### config.mk
export PLATFORM = sky130hd
export DESIGN_NAME = i2s_receiver
export DESIGN_NICKNAME = d
export VERILOG_FILES = /design/src/rtl/i2s_receiver.sv
export SDC_FILE = /design/constraint.sdc
export NUM_CORES = 1
export LEC_CHECK = 0
export ABC_AREA = 1
export BUFFER_PORTS_ARGS = -buffer_cell sky130_fd_sc_hd__buf_4
export CORE_MARGIN = 2
export CORE_UTILIZATION = 50
export DETAILED_ROUTE_END_ITERATION = 10
export GPL_TIMING_DRIVEN = 0
export PLACE_DENSITY_LB_ADDON = 0.2
export SLEW_MARGIN = 20
export SYNTH_ARGS = -nofsm -noshare
export SYNTH_HDL_FRONTEND = slang
export SYNTH_SLANG_ARGS = --single-unit
### constraint.sdc
create_clock -name in_clk -period 4.4 [get_ports in_clk]
set_input_delay 0.44 -clock in_clk [delete_from_list [all_inputs] [get_ports in_clk]]
set_output_delay 0.44 -clock in_clk [all_outputs]
set_load 0.005 [all_outputs]
### src/rtl/i2s_receiver.sv
// I2S capture: oversampled bck/lrck/sdata -> {L,R} 32-bit words into a small FIFO with valid/ready output.
// Word reaches the FIFO 1 cycle after its last bit is sampled; a full FIFO drops the word and pulses overrun.
module i2s_receiver #(
  parameter int FIFO_DEPTH  = 4,
  parameter int BCK_TIMEOUT = 255
) (
  input  logic                          in_clk,
  input  logic                          in_reset,
  input  logic                          enable,
  input  logic                          mode_22k,
  input  logic                          bck,
  input  logic                          lrck,
  input  logic                          sdata,
  output logic [31:0]                   out_data,
  output logic                          out_valid,
  input  logic                          out_ready,
  output logic                          overrun,
  output logic [$clog2(FIFO_DEPTH):0]   fifo_level,
  output logic                          bck_lost
);

  localparam int AW = $clog2(FIFO_DEPTH);
  localparam int TW = $clog2(BCK_TIMEOUT + 1);
  localparam logic [AW:0] FULL = (AW+1)'(FIFO_DEPTH);

  typedef enum logic [1:0] {IDLE, WAIT_L, CAPTURE} state_t;
  state_t state, state_nxt;

  logic          bck_s1, bck_s2, bck_s3;
  logic          lrck_s1, lrck_s2, sdata_s1, sdata_s2, lrck_prev;
  logic [5:0]    slot_cnt, slot_nxt;
  logic [15:0]   l_sr, r_sr;
  logic          l_ok, phase, wr_pend;
  logic [31:0]   frame_word;
  logic [TW-1:0] to_cnt;
  logic [31:0]   mem [FIFO_DEPTH];
  logic [AW-1:0] wr_ptr, rd_ptr;
  logic [AW:0]   count;
  logic          bck_rise, capturing, frame_done, rd, wr;

  assign bck_rise   = bck_s2 & ~bck_s3;
  assign capturing  = (state == CAPTURE) && bck_rise;
  assign frame_done = capturing && lrck_s2 && (slot_nxt == 6'd16) && l_ok;
  assign out_valid  = (count != '0);
  assign out_data   = out_valid ? mem[rd_ptr] : 32'd0;
  assign fifo_level = count;
  assign rd         = out_valid & out_ready;
  // A pop in the same cycle frees the slot a full FIFO would otherwise refuse.
  assign wr         = wr_pend && ((count != FULL) || rd);

  always_comb begin
    slot_nxt = 6'd0;
    if (lrck_s2 == lrck_prev)
      slot_nxt = (slot_cnt == 6'd63) ? 6'd63 : slot_cnt + 6'd1;
  end

  always_comb begin
    state_nxt = state;
    case (state)
      IDLE:    if (enable && !bck_lost) state_nxt = WAIT_L;
      WAIT_L:  if (bck_rise && (slot_nxt == 6'd0) && !lrck_s2) state_nxt = CAPTURE;
      default: state_nxt = state;
    endcase
    if (!enable || bck_lost) state_nxt = IDLE;
  end

  always_ff @(posedge in_clk) begin
    if (in_reset) begin
      state      <= IDLE;
      bck_s1     <= 1'b0; bck_s2  <= 1'b0; bck_s3 <= 1'b0;
      lrck_s1    <= 1'b0; lrck_s2 <= 1'b0;
      sdata_s1   <= 1'b0; sdata_s2 <= 1'b0;
      lrck_prev  <= 1'b0;
      slot_cnt   <= '0;
      l_sr       <= '0;
      r_sr       <= '0;
      l_ok       <= 1'b0;
      phase      <= 1'b0;
      wr_pend    <= 1'b0;
      frame_word <= '0;
      to_cnt     <= '0;
      bck_lost   <= 1'b0;
      overrun    <= 1'b0;
      wr_ptr     <= '0;
      rd_ptr     <= '0;
      count      <= '0;
      for (int i = 0; i < FIFO_DEPTH; i++) mem[i] <= '0;
    end else begin
      state    <= state_nxt;
      bck_s1   <= bck;   bck_s2   <= bck_s1; bck_s3 <= bck_s2;
      lrck_s1  <= lrck;  lrck_s2  <= lrck_s1;
      sdata_s1 <= sdata; sdata_s2 <= sdata_s1;

      if (bck_rise) begin
        lrck_prev <= lrck_s2;
        slot_cnt  <= slot_nxt;
        if ((slot_nxt >= 6'd1) && (slot_nxt <= 6'd16)) begin
          if (lrck_s2) r_sr <= {r_sr[14:0], sdata_s2};
          else         l_sr <= {l_sr[14:0], sdata_s2};
        end
      end

      // l_ok marks a complete left half waiting for its right partner.
      if (state != CAPTURE) begin
        l_ok  <= 1'b0;
        phase <= 1'b0;
      end else if (capturing) begin
        if (!lrck_s2 && (slot_nxt == 6'd0))       l_ok <= 1'b0;
        else if (!lrck_s2 && (slot_nxt == 6'd16)) l_ok <= 1'b1;
        else if (frame_done)                      l_ok <= 1'b0;
        if (frame_done) phase <= ~phase;
      end

      wr_pend <= frame_done && (!mode_22k || !phase);
      if (frame_done) frame_word <= {l_sr, r_sr[14:0], sdata_s2};

      if (bck_rise) begin
        to_cnt   <= '0;
        bck_lost <= 1'b0;
      end else begin
        if (to_cnt != TW'(BCK_TIMEOUT)) to_cnt <= to_cnt + TW'(1);
        if (to_cnt == TW'(BCK_TIMEOUT - 1)) bck_lost <= 1'b1;
      end

      overrun <= wr_pend && !wr;
      if (wr) begin
        mem[wr_ptr] <= frame_word;
        wr_ptr      <= wr_ptr + AW'(1);
      end
      if (rd) rd_ptr <= rd_ptr + AW'(1);
      if (wr && !rd)      count <= count + (AW+1)'(1);
      else if (rd && !wr) count <= count - (AW+1)'(1);
    end
  end

endmodule

[Word level (Yosys, flattened, before mapping)]
Memories as Yosys holds them, arrays and structs flattened. A register that Yosys moved wholly into a read port is not among the register bits.
Index checks and enable logic that the tools add are counted.
Cells by class
  mux-type cells: 21
  add/sub/neg operators: 6
  reduce and logical (&&, ||, !) cells: 40
  equality and inequality tests: 11
  magnitude comparators: 2
  bitwise gates (word level): 5
Operators by type and width (count)
  $mux 32: 2
  $reduce_or 32->1: 1
  $logic_and 1x1->1: 15
  $mux 6: 2
  $mux 2: 5
  $mux 1: 9
  $reduce_and 3->1: 3
  $add 8x1->8 const B: 1
  $eq 8x8->1 const B: 1
  $ne 8x8->1 const B: 1
  $logic_not 1->1: 7
  $add 6x1->6 const B: 1
  $eq 6x5->1 const B: 1
  $eq 6x6->1 const B: 1
  $ge 6x1->1 const B: 1
  $le 6x5->1 const B: 1
  $logic_not 6->1: 1
  $mux 3: 2
  $ne 2x2->1 const B: 3
  $reduce_bool 3->1: 2
  $reduce_or 2->1: 3
  $add 2x1->2 const B: 2
  $pmux 2 s2: 1
  $reduce_and 2->1: 2
  11 further kinds: 17
Word-level totals
  bits in registers: 99
  word-level logic and storage cells: 108
  memory bits (writable): 128
  input port bits: 8
  memories kept: 1
  output and inout port bits: 38
Memory list
  mem: words 4, bits a word 32, read ports 1, clocked after Yosys merged registers in 1, write ports 4, RTL line 36  | logic [31:0] mem [FIFO_DEPTH];

[Depth between registers and ports, before layout]
  depth in word-level cells: 9
  gate-level depth with buffers: 15
  gate-level depth less buffers: 14

[Worst setup path after synthesis]
Ideal clock, no wire load.
  kind: register -> register
  start: reg count[0] (netlist: fifo_level[0])
  end: mem mem[3][0], enable pin
  data arrival time: 3.114 ns
  required time: 3.930 ns
  cell stages (with the launch flop): 5
  path slack: 0.816 ns
  setup time: 0.470 ns
  path buffers: 0
  clock period less this slack: 3.584 ns
  cells stage by stage: dfxtp_1 -> nor2_1 -> nand3_1 -> nand2_1 -> o31ai_1
RTL lines
  start: declaration: RTL line 38  | logic [AW:0] count;
  start signal: assignment: RTL line 131  | if (wr && !rd) count <= count + (AW+1)'(1);
  start signal: assignment: RTL line 132  | else if (rd && !wr) count <= count - (AW+1)'(1);
  end: declaration: RTL line 36

==> qor.csv <==
stage,metric,value,unit
logic_synthesis,async_flop_share,0,%
logic_synthesis,ys_warn_count,0,
detailed_routing,drt_first_pass_iters,4,
sta,worst_slew_pin_slew,811,ps
clock_tree,hold_buffers,0,
logic_synthesis,ys_ff_latch,229,
critical_path,critPathSlowestCell,clkbuf_1,
cells_and_area,drive_gt1_share,8.33,%
grt,grt_pass1_wl,37400,um
floorplan,dieArea,0.0212,sq mm
critical_path,critPathRequiredTime,3960,ps
sta,min_period,3070,ps
placement,portBuffers,45,
grt,grt_max_degree,33,
logic_synthesis,syn-instance-count,1225,
clock_tree,cts-htree-levels,1,
pwr,p_clk_share,35.9,%
clock_tree,post_cts_buffers,0,
floorplan,die_h,146,um
sta,fin_tns_setup,0,ps
sta,holdWs,113,ps
sta,setup_ws,1330,ps
run_status,status,"complete, no violations",
grt,grt_pass1_vias,7525,
logic_synthesis,synth_cell_types,35,
grt,antenna_found_initial,0,
logic_synthesis,synth_common_cells,"nor2_1, nand2_1, inv_1",
pwr,p_leak,4.68,nW
critical_path,slowest_delay,560,ps
critical_path,worstPathCellList,"clkbuf_1, clkbuf_1, nor2_1, nor2_1, o21ai_0, a21oi_1, buf_4",
detailed_routing,wl_per_cell,14.3,um
critical_path,regToRegSetupSlack,1550,ps
pwr,max-vdd-ir-drop,0.270,mV
critical_path,arrival,2630,ps
detailed_routing,drtIter0Drc,499,
pwr,p_int,3.80,mW
clock_tree,ctsResizeCount,0,
logic_synthesis,synth_edf_count,128,
critical_path,crit_type,flop to output pin,
detailed_routing,drc,0,
sta,rsz0062_at_grt,no,
pwr,p_seq_share,45.3,%
critical_path,worst-path-buf-inv,3,
critical_path,critPathMaxFanout,10,
logic_synthesis,synth_ff_type,edfxtp_1,
floorplan,start_util,51.2,%
worst_hold_path,hold_depth,2,
critical_path,r2r_start,fifo_level[0],
detailed_routing,wirelength,22600,um
detailed_routing,via_count,7750,
critical_path,crit_family,buffers and inverters,
clock_tree,clockBufferDepth,3,
placement,gp_congestion,0.828,
floorplan,io_pins,46,
cells_and_area,layout.nets,1315,
logic_synthesis,synth_area_per_cell,8.19,sq um
sta,finalSetupViolCount,0,
critical_path,end_kind,output pin,
floorplan,die_w,146,um
pwr,power,5.26,mW
logic_synthesis,synth_nets,1238,
logic_synthesis,synth-seq-area-share,58.4,%
sta,clock.fmax,326,MHz
floorplan,rows,51,
sta,finClkSkew,26.0,ps
logic_synthesis,synth_top_cell_by_area,edfxtp_1,
sta,final-hold-violation-count,0,
detailed_routing,vias_per_cell,4.89,
placement,hpwl,15200,um
sta,max-slew-margin-rel,45.8,%
grt,grtUsageTotal,21.6,%
pwr,power_density,454,mW/mm^2
logic_synthesis,syn_area,0.0100,sq mm
sta,drv_slew,0,
placement,preCtsSetupSlack,1470,ps
pwr,power_switching,1.46,mW
pwr,p_sw_share,27.8,%
sta,post-route-period-util,69.8,%
clock_tree,cts_buffers,24,
clock_tree,clk_pin_slew_worst_paths,60,ps
floorplan,core-area,0.0196,sq mm
critical_path,r2r-end,mem[0][16],
clock_tree,cts_tree,built,
logic_synthesis,synth.top_cells.by_area,"edfxtp_1, dfxtp_1, nor2_1",
clock_tree,clock_latency,530,ps
detailed_routing,antenna_left,0,
cells_and_area,synthToLayoutAreaGrowth,15.5,%
worst_hold_path,holdCritStartpoint,mode_22k,
run,cap_violations,0,
critical_path,cp-start-kind,flop,
worst_hold_path,hold_end,wr_pend,
pwr,combinationalPowerShare,18.8,%
logic_synthesis,yosysMostFrequentCell,nor2_1,
clock_tree,root_buffer,clkbuf_16,
critical_path,r2r_cells,7,
logic_synthesis,synth_top_area_share,38.3,%
cells_and_area,diodes,0,
cells_and_area,final_util,59.2,%
worst_hold_path,hold_class,input pin to flop,
clock_tree,clock_sinks,229,
grt,globalRoute.totalOverflow,0,
-- cells in the final DEF (no fill, tap or decap), types with 2 or more instances in the layout --
| cell type | Yosys | final |
|---|---|---|
| a21oi_1 | 45 | 45 |
| buf_1 | 10 | 10 |
| buf_16 | 0 | 3 |
| buf_2 | 7 | 7 |
| buf_4 | 3 | 48 |
| buf_6 | 3 | 5 |
| clkbuf_1 | 37 | 49 |
| clkbuf_16 | 0 | 24 |
| clkbuf_8 | 0 | 4 |
| clkinv_2 | 0 | 3 |
| dfxtp_1 | 101 | 101 |
| edfxtp_1 | 128 | 128 |
| ha_1 | 4 | 4 |
| inv_1 | 170 | 170 |
| inv_2 | 2 | 2 |
| nand2_1 | 173 | 172 |
| nand2_2 | 1 | 2 |
| nand3_1 | 49 | 49 |
| nand3_2 | 3 | 3 |
| nor2_1 | 380 | 380 |
| nor3_1 | 5 | 5 |
| o21ai_0 | 80 | 78 |
| o21ai_4 | 0 | 2 |
| o22ai_1 | 4 | 4 |
| xnor2_1 | 2 | 2 |
| xor2_1 | 3 | 3 |
-- per-stage QoR --
step,instances,cell area [sq um]
2_1_floorplan,1225,10000
3_3_place_gp,1535,10700
3_5_place_dp,1541,10900
4_1_cts,1585,11600
5_1_grt,1585,11600
6_report,1585,11600
-- area by class of cell --
type / count / area (sq um)
Clock inverter: 4 / 31.3
Tap cell: 265 / 332
Timing Repair Buffer: 51 / 458
Clock buffer: 40 / 701
Inverter: 173 / 649
Fill cell: 1770 / 7990
Multi-Input combinational cell: 763 / 3290
Buffer: 60 / 268
Sequential cell: 229 / 5870
-- flip-flops by register name, indices dropped and copies added (netlist names), 2 cells and up, named ones only --
signal      flops
slot_cnt        6
rd_ptr          2
wr_ptr          2
state           2
l_sr           16
r_sr           15
frame_word     32
fifo_level      3
mem           128
to_cnt          8
-- worst max-delay path by stage --
stage / to / from / cells after the start
after floorplan: mem[3][0] / fifo_level[0] / 4
after global placement: mem[3][10] / out_ready / 5
after detailed placement: mem[0][8] / out_ready / 8
after CTS: out_data[20] / flop / 7
after global routing: out_data[21] / flop / 7
final: out_data[20] / flop / 7
-- worst register-to-register path, cell delays in order, from the launching register on --
cell	delay, ps
dfxtp_1	360
nor2_1	160
nand3_1	110
nand2_1	330
nor2_1	140
nand3_1	260
clkbuf_1	430
nand2_2	600
-- power groups by stage --
stage / Clock (mW) / Combinational, mW / Sequential, mW
after CTS: 1.91 / 1.00 / 2.38
final: 1.89 / 0.991 / 2.38
after global placement: 0 / 0.969 / 2.43
after floorplan: 0 / 0.523 / 2.42
after global routing: 2.00 / 1.11 / 2.39
after detailed placement: 0 / 0.992 / 2.43
-- logic make-up after synthesis --
group	after synthesis	synth area share [%]
xor+xnor	6	0.598
compound gates	137	7.14
flops	229	58.4
fa+ha+maj	5	0.698
buf+inv	233	9.14
simple gates	615	24.0
-- metal layers --
metal | GRT usage, % | routed length (um) | vias to the layer above | part of all wire [%]
li1 | - | - | 3996 | -
met4 | 6.47 | 661 | 0 | 2.9
met3 | 3.17 | 1170 | 53 | 5.2
met5 | 0 | 0 | - | 0
met2 | 37.3 | 10700 | 187 | 47
met1 | 28.4 | 10000 | 3514 | 44
Power figures use the tool's default switching activity.
